File: src/rtl/io_pkg.sv
`default_nettype none
// ============================================================================
// Module   : io_pkg
// Purpose  : Shared types and default timing constants for the input conditioner.
// Revision : 1.0
// ============================================================================
package io_pkg;

    typedef enum logic [1:0] {
        IDLE  = 2'd0,
        PRESS = 2'd1,
        HELD  = 2'd2
    } button_state_t;

    localparam int DEBOUNCE_DEFAULT = 50000;
    localparam int HOLD_DEFAULT     = 50000000;

endpackage
`default_nettype wire

File: src/rtl/debouncer.sv
`default_nettype none
// ============================================================================
// Module   : debouncer
// Purpose  : 1-bit 2-flop synchronizer followed by a consecutive-mismatch debouncer.
// Revision : 1.0
// ============================================================================
module debouncer
    import io_pkg::*;
#(
    parameter int   DEBOUNCE_CYCLES = DEBOUNCE_DEFAULT,
    parameter logic IDLE_LEVEL      = 1'b0
) (
    input  logic clock,
    input  logic reset_n,
    input  logic raw,
    output logic stable,
    output logic update
);

    localparam int                 c_cnt_w = $clog2(DEBOUNCE_CYCLES + 1);
    localparam logic [c_cnt_w-1:0] c_last  = c_cnt_w'(DEBOUNCE_CYCLES - 1);

    logic               r_meta;
    logic               r_sync;
    logic [c_cnt_w-1:0] r_cnt;
    logic               w_level;
    logic               w_mismatch;

    // Synchronizer resets to the pin's idle level so reset reads as "inactive".
    always_ff @(posedge clock or negedge reset_n) begin
        if (!reset_n) begin
            r_meta <= IDLE_LEVEL;
            r_sync <= IDLE_LEVEL;
        end else begin
            r_meta <= raw;
            r_sync <= r_meta;
        end
    end

    assign w_level    = r_sync ^ IDLE_LEVEL;
    assign w_mismatch = (w_level != stable);
    assign update     = w_mismatch && (r_cnt == c_last);

    always_ff @(posedge clock or negedge reset_n) begin
        if (!reset_n) begin
            stable <= 1'b0;
            r_cnt  <= '0;
        end else begin
            if (!w_mismatch || update) begin
                r_cnt <= '0;
            end else begin
                r_cnt <= r_cnt + c_cnt_w'(1);
            end
            if (update) begin
                stable <= ~stable;
            end
        end
    end

endmodule
`default_nettype wire

File: src/rtl/input_conditioner.sv
`default_nettype none
// ============================================================================
// Module   : input_conditioner
// Purpose  : Debounced switches/button with change pulse and short/long press detect.
// Revision : 1.0
// ============================================================================
module input_conditioner
    import io_pkg::*;
#(
    parameter int DEBOUNCE_CYCLES = DEBOUNCE_DEFAULT,
    parameter int HOLD_CYCLES     = HOLD_DEFAULT,
    parameter int SW_WIDTH        = 4
) (
    input  logic                clock,
    input  logic                reset_n,
    input  logic                key_n,
    input  logic [SW_WIDTH-1:0] sw_raw,
    output logic [SW_WIDTH-1:0] switch,
    output logic                sw_changed,
    output logic                pressed,
    output logic                short_press,
    output logic                long_press
);

    localparam int                  c_hold_w    = $clog2(HOLD_CYCLES);
    localparam logic [c_hold_w-1:0] c_hold_last = c_hold_w'(HOLD_CYCLES - 1);

    logic [SW_WIDTH-1:0] w_sw_update;
    logic                w_key_update;
    logic                w_key_rise;
    button_state_t       r_state;
    button_state_t       w_next_state;
    logic [c_hold_w-1:0] r_hold_cnt;
    logic                w_short;
    logic                w_long;

    generate
        for (genvar i = 0; i < SW_WIDTH; i++) begin : g_sw
            debouncer #(
                .DEBOUNCE_CYCLES (DEBOUNCE_CYCLES),
                .IDLE_LEVEL      (1'b0)
            ) u_sw_deb (
                .clock   (clock),
                .reset_n (reset_n),
                .raw     (sw_raw[i]),
                .stable  (switch[i]),
                .update  (w_sw_update[i])
            );
        end
    endgenerate

    // Button idles high, so its debouncer inverts after synchronization.
    debouncer #(
        .DEBOUNCE_CYCLES (DEBOUNCE_CYCLES),
        .IDLE_LEVEL      (1'b1)
    ) u_key_deb (
        .clock   (clock),
        .reset_n (reset_n),
        .raw     (key_n),
        .stable  (pressed),
        .update  (w_key_update)
    );

    assign w_key_rise = w_key_update && !pressed;

    always_ff @(posedge clock or negedge reset_n) begin
        if (!reset_n) begin
            r_state <= IDLE;
        end else begin
            r_state <= w_next_state;
        end
    end

    always_comb begin
        w_next_state = r_state;
        case (r_state)
            IDLE: begin
                if (w_key_rise) begin
                    w_next_state = PRESS;
                end
            end
            PRESS: begin
                if (!pressed) begin
                    w_next_state = w_key_rise ? PRESS : IDLE;
                end else if (r_hold_cnt == c_hold_last) begin
                    w_next_state = HELD;
                end
            end
            HELD: begin
                if (!pressed) begin
                    w_next_state = w_key_rise ? PRESS : IDLE;
                end
            end
            default: w_next_state = IDLE;
        endcase
    end

    always_comb begin
        w_short = (r_state == PRESS) && !pressed;
        w_long  = (r_state == PRESS) && pressed && (r_hold_cnt == c_hold_last);
    end

    // Counter parks at its last value once the long press has been reported.
    always_ff @(posedge clock or negedge reset_n) begin
        if (!reset_n) begin
            r_hold_cnt  <= '0;
            sw_changed  <= 1'b0;
            short_press <= 1'b0;
            long_press  <= 1'b0;
        end else begin
            if ((w_next_state == PRESS) && (r_state != PRESS || !pressed)) begin
                r_hold_cnt <= '0;
            end else if ((r_state == PRESS) && (r_hold_cnt != c_hold_last)) begin
                r_hold_cnt <= r_hold_cnt + c_hold_w'(1);
            end
            sw_changed  <= |w_sw_update;
            short_press <= w_short;
            long_press  <= w_long;
        end
    end

endmodule
`default_nettype wire
File: config.mk
export PLATFORM = sky130hd
export DESIGN_NAME = input_conditioner
export DESIGN_NICKNAME = d
export VERILOG_FILES = /design/src/rtl/io_pkg.sv /design/src/rtl/debouncer.sv /design/src/rtl/input_conditioner.sv
export SDC_FILE = /design/constraint.sdc
export NUM_CORES = 1
export LEC_CHECK = 0
export BUFFER_PORTS_ARGS = -buffer_cell sky130_fd_sc_hd__buf_2
export CORE_UTILIZATION = 46
export CTS_BUF_LIST = sky130_fd_sc_hd__clkbuf_16
export DETAILED_ROUTE_END_ITERATION = 8
export RECOVER_POWER = 50
export SLEW_MARGIN = 20
export SYNTH_ARGS = -nofsm -noshare
export SYNTH_HDL_FRONTEND = slang
export SYNTH_SLANG_ARGS = --single-unit
File: constraint.sdc
create_clock -name clock -period 1.7 [get_ports clock]
set_input_delay 0.255 -clock clock [delete_from_list [all_inputs] [get_ports clock]]
set_output_delay 0.255 -clock clock [all_outputs]
set_load 0.01 [all_outputs]
; ---- Yosys cells after proc, flatten, opt, wreduce, memory -nomap -nowiden
; Index checks and enable logic that the tools add are counted.
[totals]
register_bits = 126
latchBits = 0
ram_bits = 0
romBits = 0
word_cells = 92
n_memories = 0
[classes]
n_addsub = 6
multipliers = 0
div_mod_pow = 0
order_cmp = 0
n_eq_ne = 16
n_shift = 0
mux = 13
bitwise_logic = 6
reduce_logical = 26
[ops]
columns = cell, n
row1 = 16-bit by 1-bit adder with 16-bit output (second input constant), 5
row2 = 16-bit equality test (second input constant), 5
row3 = 16-bit 2-to-1 mux, 5
row4 = 26-bit 2-to-1 mux, 2
row5 = 26-bit by 1-bit adder with 26-bit output (second input constant), 1
row6 = 26-bit equality test (second input constant), 1
row7 = 26-bit inequality test (second input constant), 1
row8 = 1-bit logical AND, 11
row9 = 2-bit 2-to-1 mux, 4
row10 = 1-bit zero test, 6
row11 = 1-bit logical OR, 6
row12 = 1-bit NOT, 6
row13 = 2-bit case mux with 3 select lines, 1
row14 = 1-bit inequality test, 5
row15 = 2-bit by 1-bit equality test with 1-bit output (second input constant), 2
row16 = 4-bit OR reduction, 1
row17 = 2-bit equality test (second input constant), 1
row18 = 2-bit zero test, 1
row19 = 2-bit by 1-bit inequality test with 1-bit output (second input constant), 1
row20 = 2-bit nonzero test, 1
row21 = 1-bit 2-to-1 mux, 1

; ---- Logic depth before layout (Yosys ltp)
; Gate-level depths: netlist of run 1.
[logic_depth]
ltp_word = 10
depth_mapped = 8

; ---- Modules after synthesis
; Synthesis of run 1 repeated with hierarchy kept, for this count alone.
[unflattened]
cells_unflattened = 603
area_unflattened_um2 = 6421.2
[by_module_without_submodules]
columns = module, instances, cells_per_inst, area_each_um2
row1 = debouncer (g_sw[0].u_sw_deb ...), 4, 84, 948.4
row2 = input_conditioner, 1, 182, 1679.1
row3 = debouncer (u_key_deb), 1, 85, 948.4

; ---- Worst setup path before layout of run 1
; Ideal clock, no wire load.
[synth_timing]
path_type = reg-to-reg
start = register u_key_deb.r_cnt[4]
end = register r_hold_cnt[16]
setup_ps = 126
arrival_ps = 1647
path_slack_ps = -73
path_stages_with_launch = 7
n_path_buf = 2
period_less_slack_ps = 1773
cell_sequence = dfrtp_1 or4_4 nor4_4 and2_1 buf_6 buf_8 a21oi_1
[synth_between]
elab_chain_len = 9
word_cells_on_any_way = 12
[synth_lines]
columns = element, line
row1 = start: declaration, debouncer.sv:25  ; logic [c_cnt_w-1:0] r_cnt;
row2 = start signal: assignment, debouncer.sv:52  ; r_cnt <= r_cnt + c_cnt_w'(1);
row3 = 16-bit equality test (*), debouncer.sv:42  ; assign update = w_mismatch && (r_cnt == c_last);
row4 = 1-bit logical AND (*), debouncer.sv:42
row5 = 1-bit logical AND (*), input_conditioner.sv:64  ; assign w_key_rise = w_key_update && !pressed;
row6 = 1-bit 2-to-1 mux, "input_conditioner.sv:84, input_conditioner.sv:91"
row7 = 2-bit 2-to-1 mux (on tied branches), "input_conditioner.sv:90, input_conditioner.sv:83"
row8 = 2-bit case mux with 3 select lines (*), input_conditioner.sv:76  ; case (r_state)
row9 = 2-bit by 1-bit equality test with 1-bit output (*), input_conditioner.sv:111  ; if ((w_next_state == PRESS) && (r_state != PRESS || !pressed)) begin
row10 = 1-bit logical AND (*), input_conditioner.sv:111
row11 = 26-bit 2-to-1 mux / 2-bit nonzero test (equally long branches), n/a
row12 = end signal: assignment, input_conditioner.sv:114  ; r_hold_cnt <= r_hold_cnt + c_hold_w'(1);
row13 = end: declaration, input_conditioner.sv:33  ; logic [c_hold_w-1:0] r_hold_cnt;
; Mark *: on every way between the ends. The rest lies on a longest branch, timed or not.
; A chain may end at the register's enable or synchronous reset.

; ---- Worst setup path in the final report of run 1
[layout_timing]
start = register u_key_deb.r_cnt[4]
end = register r_hold_cnt[20]
; Same word-level chain as after synthesis.

==> results.py, run 1 <==
metrics = {
    "setup_path": {
        "crit_type": "reg2reg",
        "end_kind": "flip-flop",
        "crit_slowest_cell": "or4_4",
        "crit_required_ns": 2.00,
        "max_stage_delay_ns": 0.55,
        "crit_family": "simple AND/OR/NAND/NOR gates",
        "cp-start-kind": "flip-flop",
        "crit_buf_inv": 1,
        "cp.arrival_ns": 2.05,
        "critical_path.max_fanout": 7,
        "rrSetupSlack_ns": -0.05,
        "cp_cell_sequence": "or4_4 -> nor4_4 -> and2_4 -> clkbuf_16 -> a21oi_2",
    },
    "logic_synthesis": {
        "synth-main-ff-cell": "dfrtp_1",
        "yosysTopAreaCell": "dfrtp_1",
        "synthCells": 600,
        "yosys_warnings": 0,
        "syn_avg_cell_area_um2": 10.0,
        "synth_area_um2": 6020,
        "synth_area_leaders": "dfrtp_1 (52%), nor2_1 (7.4%), xnor2_1 (6.7%)",
        "ys_seq_area_share_pct": 52.4,
        "synth_edf_count": 0,
        "yosysMostFrequentCell": "dfrtp_1",
        "synth_cell_types": 44,
        "synth-seq-cells": 126,
        "synth_top_area_share_pct": 51.5,
        "synthArstFlopShare_pct": 100,
        "synth_nets": 613,
        "yosys-top-cells-count": "dfrtp_1 (124), nor2_1 (119), xnor2_1 (46)",
    },
    "cts": {
        "clockBufferDepth": 2,
        "root_buffer": "clkbuf_16",
        "cts_tree": "yes",
        "cts.sinks": 126,
        "cts.reportedPaths.clkPinSlew_ns": 0.06,
        "numCtsBuffers": 17,
        "cts_htree_levels": 4,
        "insertion_delay_ns": 0.42,
    },
    "power": {
        "ir_worst_vdd_v": 0.000831,
        "cellInternalPower_mw": 5.87,
        "power_density_nw_per_um2": 948,
        "p_leak_nw": 3.33,
        "p_clk_share_pct": 55.6,
        "sw_frac_of_total_pct": 20.6,
        "p_comb_share_pct": 2.7,
        "power.switching_mw": 1.52,
        "power_frac_seq_pct": 41.7,
    },
    "grt": {
        "overflow": 0,
        "grt_pass1_wl_mm": 21.5,
        "grt_max_degree": 96,
        "track_usage_pct": 20.6,
        "antenna_found_initial": 0,
        "grt_pass1_vias": 4667,
    },
    "routing": {
        "routed_wl_mm": 12.5,
        "firstDrtPassIters": 4,
        "vias_per_cell": 5.22,
        "wl_per_cell_um": 14.3,
        "route.detailed.drc": 0,
        "via_count": 4561,
        "drt_iter0_drc": 234,
        "final_antenna_net_count": 0,
    },
    "floorplanning": {
        "initial_core_util_pct": 47.5,
        "num_rows": 41,
        "dieArea_um2": 13600,
        "coreArea_um2": 12700,
        "io_pins": 15,
        "die_x_um": 116,
        "die-height_um": 116,
    },
    "timing": {
        "fmax_mhz": 570,
        "rsz0062_at_grt": "true",
        "fin_skew_ns": 0.00868,
        "slew_violations": 0,
        "finalHoldViolations": 0,
        "slew-limit-headroom_pct": 42.7,
        "setup_slack_ns": -0.0549,
        "worst_slew_pin_slew_ns": 0.860,
        "finalSetupTns_ns": -0.552,
        "period_share_pct": 103,
        "fin_crit_ns": 1.75,
        "setup_violations": 22,
    },
    "status": {
        "status": "finished with violations",
        "violations": "negative setup slack",
    },
    "worst_hold_path": {
        "hold_path_class": "reg2reg",
    },
    "placement": {
        "place_area_um2": 6700,
        "port_buffers": 14,
        "place.gp.congestion": 0.842,
        "hpwl_mm": 8.02,
    },
    "final_layout": {
        "area.growth.synth_to_final_pct": 29.4,
        "antenna-diode-count": 0,
        "fin_nets": 702,
        "final_cell_area_um2": 7790,
        "drive_gt1_share_pct": 26.2,
    },
    "job": {
        "maxCapViolations": 0,
    },
}
## flip-flops by register name, summed over array words and instances (netlist names)
| name | count |
|---|---|
| u_key_deb.r_meta | 1 |
| u_key_deb.stable | 1 |
| r_hold_cnt | 26 |
| g_sw.u_sw_deb.r_cnt | 64 |
| g_sw.u_sw_deb.r_meta | 4 |
| short_press | 1 |
| r_state | 2 |
| long_press | 1 |
| sw_changed | 1 |
| g_sw.u_sw_deb.stable | 4 |
| g_sw.u_sw_deb.r_sync | 4 |
| u_key_deb.r_sync | 1 |
| u_key_deb.r_cnt | 16 |
## logic make-up (layout without fill, tap and decap cells)
group	Yosys count	in the layout	share of synthesized area [%]
simple gates	307	307	26.0
buf+inv	32	134	3.05
compound gates	35	35	3.43
flops	126	126	52.4
fa+ha+maj	6	6	1.25
mux	5	5	0.914
xor+xnor	89	89	12.9
## power by group through the flow
stage	clock network (mW)	logic [mW]	registers, mW
after CTS	4.18	0.210	3.08
after global routing	4.32	0.230	3.08
after global placement	0	0.192	3.13
after floorplan	0	0.0758	3.13
after detailed placement	0	0.196	3.13
final	4.11	0.197	3.08
## cells in the final DEF, fill, tap and decap left out, types with 4 or more instances in the layout
master,instances
dfrtp_1,122
nor2_1,112
buf_4,53
xnor2_1,46
xor2_1,39
nand3_1,36
nand2_1,32
nand4_1,29
clkbuf_16,19
and3_1,16
inv_1,14
buf_2,13
a21oi_2,9
buf_6,8
or3_1,7
nor4_1,6
or3_4,6
o21ai_0,6
nor3_2,6
bufinv_16,6
dlygate4sd3_1,6
o21ai_1,5
nor2_2,4
xor2_2,4
nor3_1,4
or2_2,4
nand3_2,4
nand4bb_1,4
mux2_2,4
ha_1,4
## worst register-to-register path: stages, from the launching register on
cell       delay, ns
dfrtp_1         0.38
or4_4           0.55
nor4_4          0.19
and2_4          0.29
clkbuf_16       0.18
a21oi_2         0.04
## metal layers
layer  part of all wire [%]  track usage (%)  vias to the layer above  wire [um]
li1                       -                -                     2239          -
met1                     45             25.4                     2233       5630
met2                     50             34.2                       67       6230
met3                    3.4             5.60                       22        432
met4                    1.9             8.63                        0        243
met5                      0                0                        -          0
## metrics by stage
stage                     setup WS, ns  util [%]  cells  power [mW]  hold slack [ns]
after CTS                      -0.0643      59.4    869        7.47            0.355
after global placement         -0.0508      52.9    830        3.32            0.325
after floorplan                -0.0439         -    600        3.20          -0.0406
final                          -0.0549      61.5    874        7.39            0.352
after global routing            -0.195      61.5    874        7.64            0.365
after detailed placement        -0.107      52.9    830        3.33            0.318
## timing repair
| item | in CTS | in global routing |
|---|---|---|
| pin swaps | 14 | 19 |
| hold buffers | 6 | 0 |
| setup buffers | 0 | 3 |
| gates cloned | 1 | 2 |
| endpoints found under the hold margin | 129 | 0 |
| gates resized for setup | 24 | 50 |
| setup endpoints to repair | 26 | 74 |
## area by class of cell
cell class,count,area (um2)
clock buffers,17,425
repair buffers,89,762
well taps,172,215
fillers,1052,4880
clock inverters,15,244
multi-input cells,442,2940
inverters,13,48.8
flip-flops and latches,126,3160
## path summary, 6_finish.rpt
kind / startpoint / end / cells past startpoint
max: u_key_deb.r_cnt[4]$_DFF_PN0_ / r_hold_cnt[20]$_DFFE_PN0P_ / 5
min: g_sw[1].u_sw_deb.r_meta$_DFF_PN0_ / g_sw[1].u_sw_deb.r_sync$_DFF_PN0_ / 0
max reg2reg: u_key_deb.r_cnt[4]$_DFF_PN0_ / r_hold_cnt[20]$_DFFE_PN0P_ / 5
min reg2reg: g_sw[1].u_sw_deb.r_meta$_DFF_PN0_ / g_sw[1].u_sw_deb.r_sync$_DFF_PN0_ / 0
max in group asynchronous: reset_n / r_hold_cnt[5]$_DFFE_PN0P_ / 3
min in group asynchronous: reset_n / g_sw[3].u_sw_deb.r_cnt[11]$_DFF_PN0_ / 3
Note: power is estimated with default switching activity, not from simulation.
==> inputs of run 2 (changes only) <==
--- a/constraint.sdc
+++ b/constraint.sdc
@@ -3,2 +3,2 @@
 set_output_delay 0.255 -clock clock [all_outputs]
-set_load 0.01 [all_outputs]
+set_load 0.1 [all_outputs]
==> results.py, run 2 (same netlist as run 1, synthesis figures left out) <==
metrics = {
    "placement": {
        "place_area_um2": 6740,
        "port_buffers": 14,
        "dp_slack_ns": -0.0879,
        "dp_cells": 833,
        "hpwl_mm": 8.16,
        "place.gp.congestion": 0.839,
    },
    "cts": {
        "insertion_delay_ns": 0.42,
        "numCtsBuffers": 17,
        "cts_htree_levels": 4,
        "clockBufferDepth": 2,
        "cts_tree": "yes",
        "cts.reportedPaths.clkPinSlew_ns": 0.05,
        "cts.sinks": 126,
        "root_buffer": "clkbuf_16",
    },
    "setup_path": {
        "rrSetupSlack_ns": -0.06,
        "reg2reg_from": "u_key_deb.r_cnt[4]$_DFF_PN0_",
        "cp.arrival_ns": 2.06,
        "critical_path.max_fanout": 6,
        "critPathLaunch": "u_key_deb.r_cnt[4]$_DFF_PN0_",
        "end_kind": "flip-flop",
        "r2r_end": "r_hold_cnt[21]$_DFFE_PN0P_",
        "r2r_cells": 5,
        "cp-start-kind": "flip-flop",
        "crit_type": "reg2reg",
        "crit_slowest_cell": "or4_4",
        "crit_required_ns": 2.00,
        "cp_cell_sequence": "or4_4 -> nor4_4 -> and2_4 -> clkbuf_16 -> nor2_1",
        "crit_path_end": "r_hold_cnt[21]$_DFFE_PN0P_",
        "max_stage_delay_ns": 0.55,
    },
    "grt": {
        "grt_max_degree": 45,
        "grt_pass1_wl_mm": 20.1,
        "use_met3_pct": 6.23,
        "met1_usage_pct": 24.9,
        "overflow": 0,
        "track_usage_pct": 19.5,
        "grt_pass1_vias": 4364,
        "antenna_found_initial": 0,
        "grt_most_used_layer": "met2",
        "use_met2_pct": 30.7,
    },
    "final_layout": {
        "instances_no_fill": 885,
        "drive_gt1_share_pct": 27.1,
        "fin_util_pct": 61.5,
        "layout_commonest_cell": "dfrtp_1",
        "fill_cells": 1072,
        "multi_input_area_um2": 3040,
        "fin_nets": 713,
        "register_area_um2": 3160,
        "largest-register": "g_sw.u_sw_deb.r_cnt",
        "largestRegisters": "g_sw.u_sw_deb.r_cnt x64, r_hold_cnt x26, u_key_deb.r_cnt x16",
        "area.growth.synth_to_final_pct": 29.4,
        "antenna-diode-count": 0,
        "largest_register_ffs": 64,
        "final_cell_mix": "dfrtp_1 (123), nor2_1 (95), buf_4 (66)",
        "final_cell_area_um2": 7790,
    },
    "power": {
        "p_clk_share_pct": 47.4,
        "power_density_nw_per_um2": 808,
        "cellInternalPower_mw": 4.91,
        "power_frac_seq_pct": 49.0,
        "p_leak_nw": 3.35,
        "p_total_mw": 6.29,
        "p_comb_share_pct": 3.7,
        "power.switching_mw": 1.38,
        "sw_frac_of_total_pct": 22.0,
        "ir_worst_vdd_v": 0.000751,
    },
    "timing": {
        "slew-limit-headroom_pct": 38.9,
        "period_share_pct": 104,
        "fmax_mhz": 568,
        "finalHoldViolations": 0,
        "finalSetupTns_ns": -1.19,
        "rsz0062_at_grt": "true",
        "fin_crit_ns": 1.76,
        "setup_violations": 32,
        "setup_slack_ns": -0.0595,
        "whs_ns": 0.348,
        "worst_slew_pin_slew_ns": 0.916,
        "slew_violations": 0,
        "fin_skew_ns": 0.00754,
    },
    "routing": {
        "firstDrtPassIters": 7,
        "drt_iter0_drc": 250,
        "routed_wl_mm": 12.5,
        "final_antenna_net_count": 0,
        "wl_per_cell_um": 14.1,
        "route.detailed.drc": 0,
        "vias_per_cell": 5.19,
        "via_count": 4594,
    },
    "floorplanning": {
        "io_pins": 15,
        "die_x_um": 116,
        "num_rows": 41,
        "die-height_um": 116,
        "coreArea_um2": 12700,
        "dieArea_um2": 13600,
        "initial_core_util_pct": 47.5,
    },
    "job": {
        "maxCapViolations": 0,
    },
    "status": {
        "violations": "negative setup slack",
        "status": "finished with violations",
    },
    "worst_hold_path": {
        "hold_path_class": "reg2reg",
        "min_path_cells": 0,
    },
}
run 2: cell count changes in the layout (fill, tap and decap cells not counted), sizes merged:
cell      delta
clkinvlp     -2
buf          +9
clkinv       +1
clkbuf       +2
bufinv       -6
inv          +7
run 2: critical path: cells and delay by family, from the launching register on:
family / cells / cell delay [ns]
buf+inv: 1 / 0.17
flops: 1 / 0.39
simple gates: 4 / 1.07
run 2: how the worst min path moves through the flow:
stage	slack, ns	startpoint	end
finish	0.35	g_sw[1].u_sw_deb.r_meta$_DFF_PN0_	g_sw[1].u_sw_deb.r_sync$_DFF_PN0_
detailed placement	0.26	reset_n	g_sw[2].u_sw_deb.r_cnt[11]$_DFF_PN0_
global route	0.35	g_sw[1].u_sw_deb.r_meta$_DFF_PN0_	g_sw[1].u_sw_deb.r_sync$_DFF_PN0_
floorplan	-0.04	reset_n	g_sw[0].u_sw_deb.r_cnt[0]$_DFF_PN0_
CTS	0.35	reset_n	g_sw[2].u_sw_deb.r_cnt[14]$_DFF_PN0_
global placement	0.26	reset_n	g_sw[2].u_sw_deb.r_cnt[8]$_DFF_PN0_
run 2: final cells by class:
type	instances	share of cell area, %
inverter	13	0.626
sequential	126	40.5
clock buffer	17	5.46
timing repair buffer	100	10.9
clock inverter	15	0.739
multi-input combinational	442	39.0
tap	172	2.76
run 2: what timing repair did:
action / 4_1_cts / 5_1_grt
pin swaps: 3 / 30
hold endpoints to repair: 35 / 0
setup endpoints to repair: 26 / 88
cloned: 0 / 3
hold buffers: 6 / 0
resized for setup: 16 / 77
buffers inserted: 3 / 8
run 2: metal layers:
layer	routed length, um	share of wire, %
met2	6040	48
met3	514	4.1
met4	216	1.7
met1	5690	46
met5	0	0
run 2: power groups by stage:
stage	Sequential [mW]	Clock, mW	Combinational [mW]
final	3.08	2.98	0.230
after global routing	3.09	3.19	0.261
after CTS	3.08	3.07	0.212
after detailed placement	3.13	0	0.199
after global placement	3.13	0	0.196
after floorplan	3.13	0	0.0758
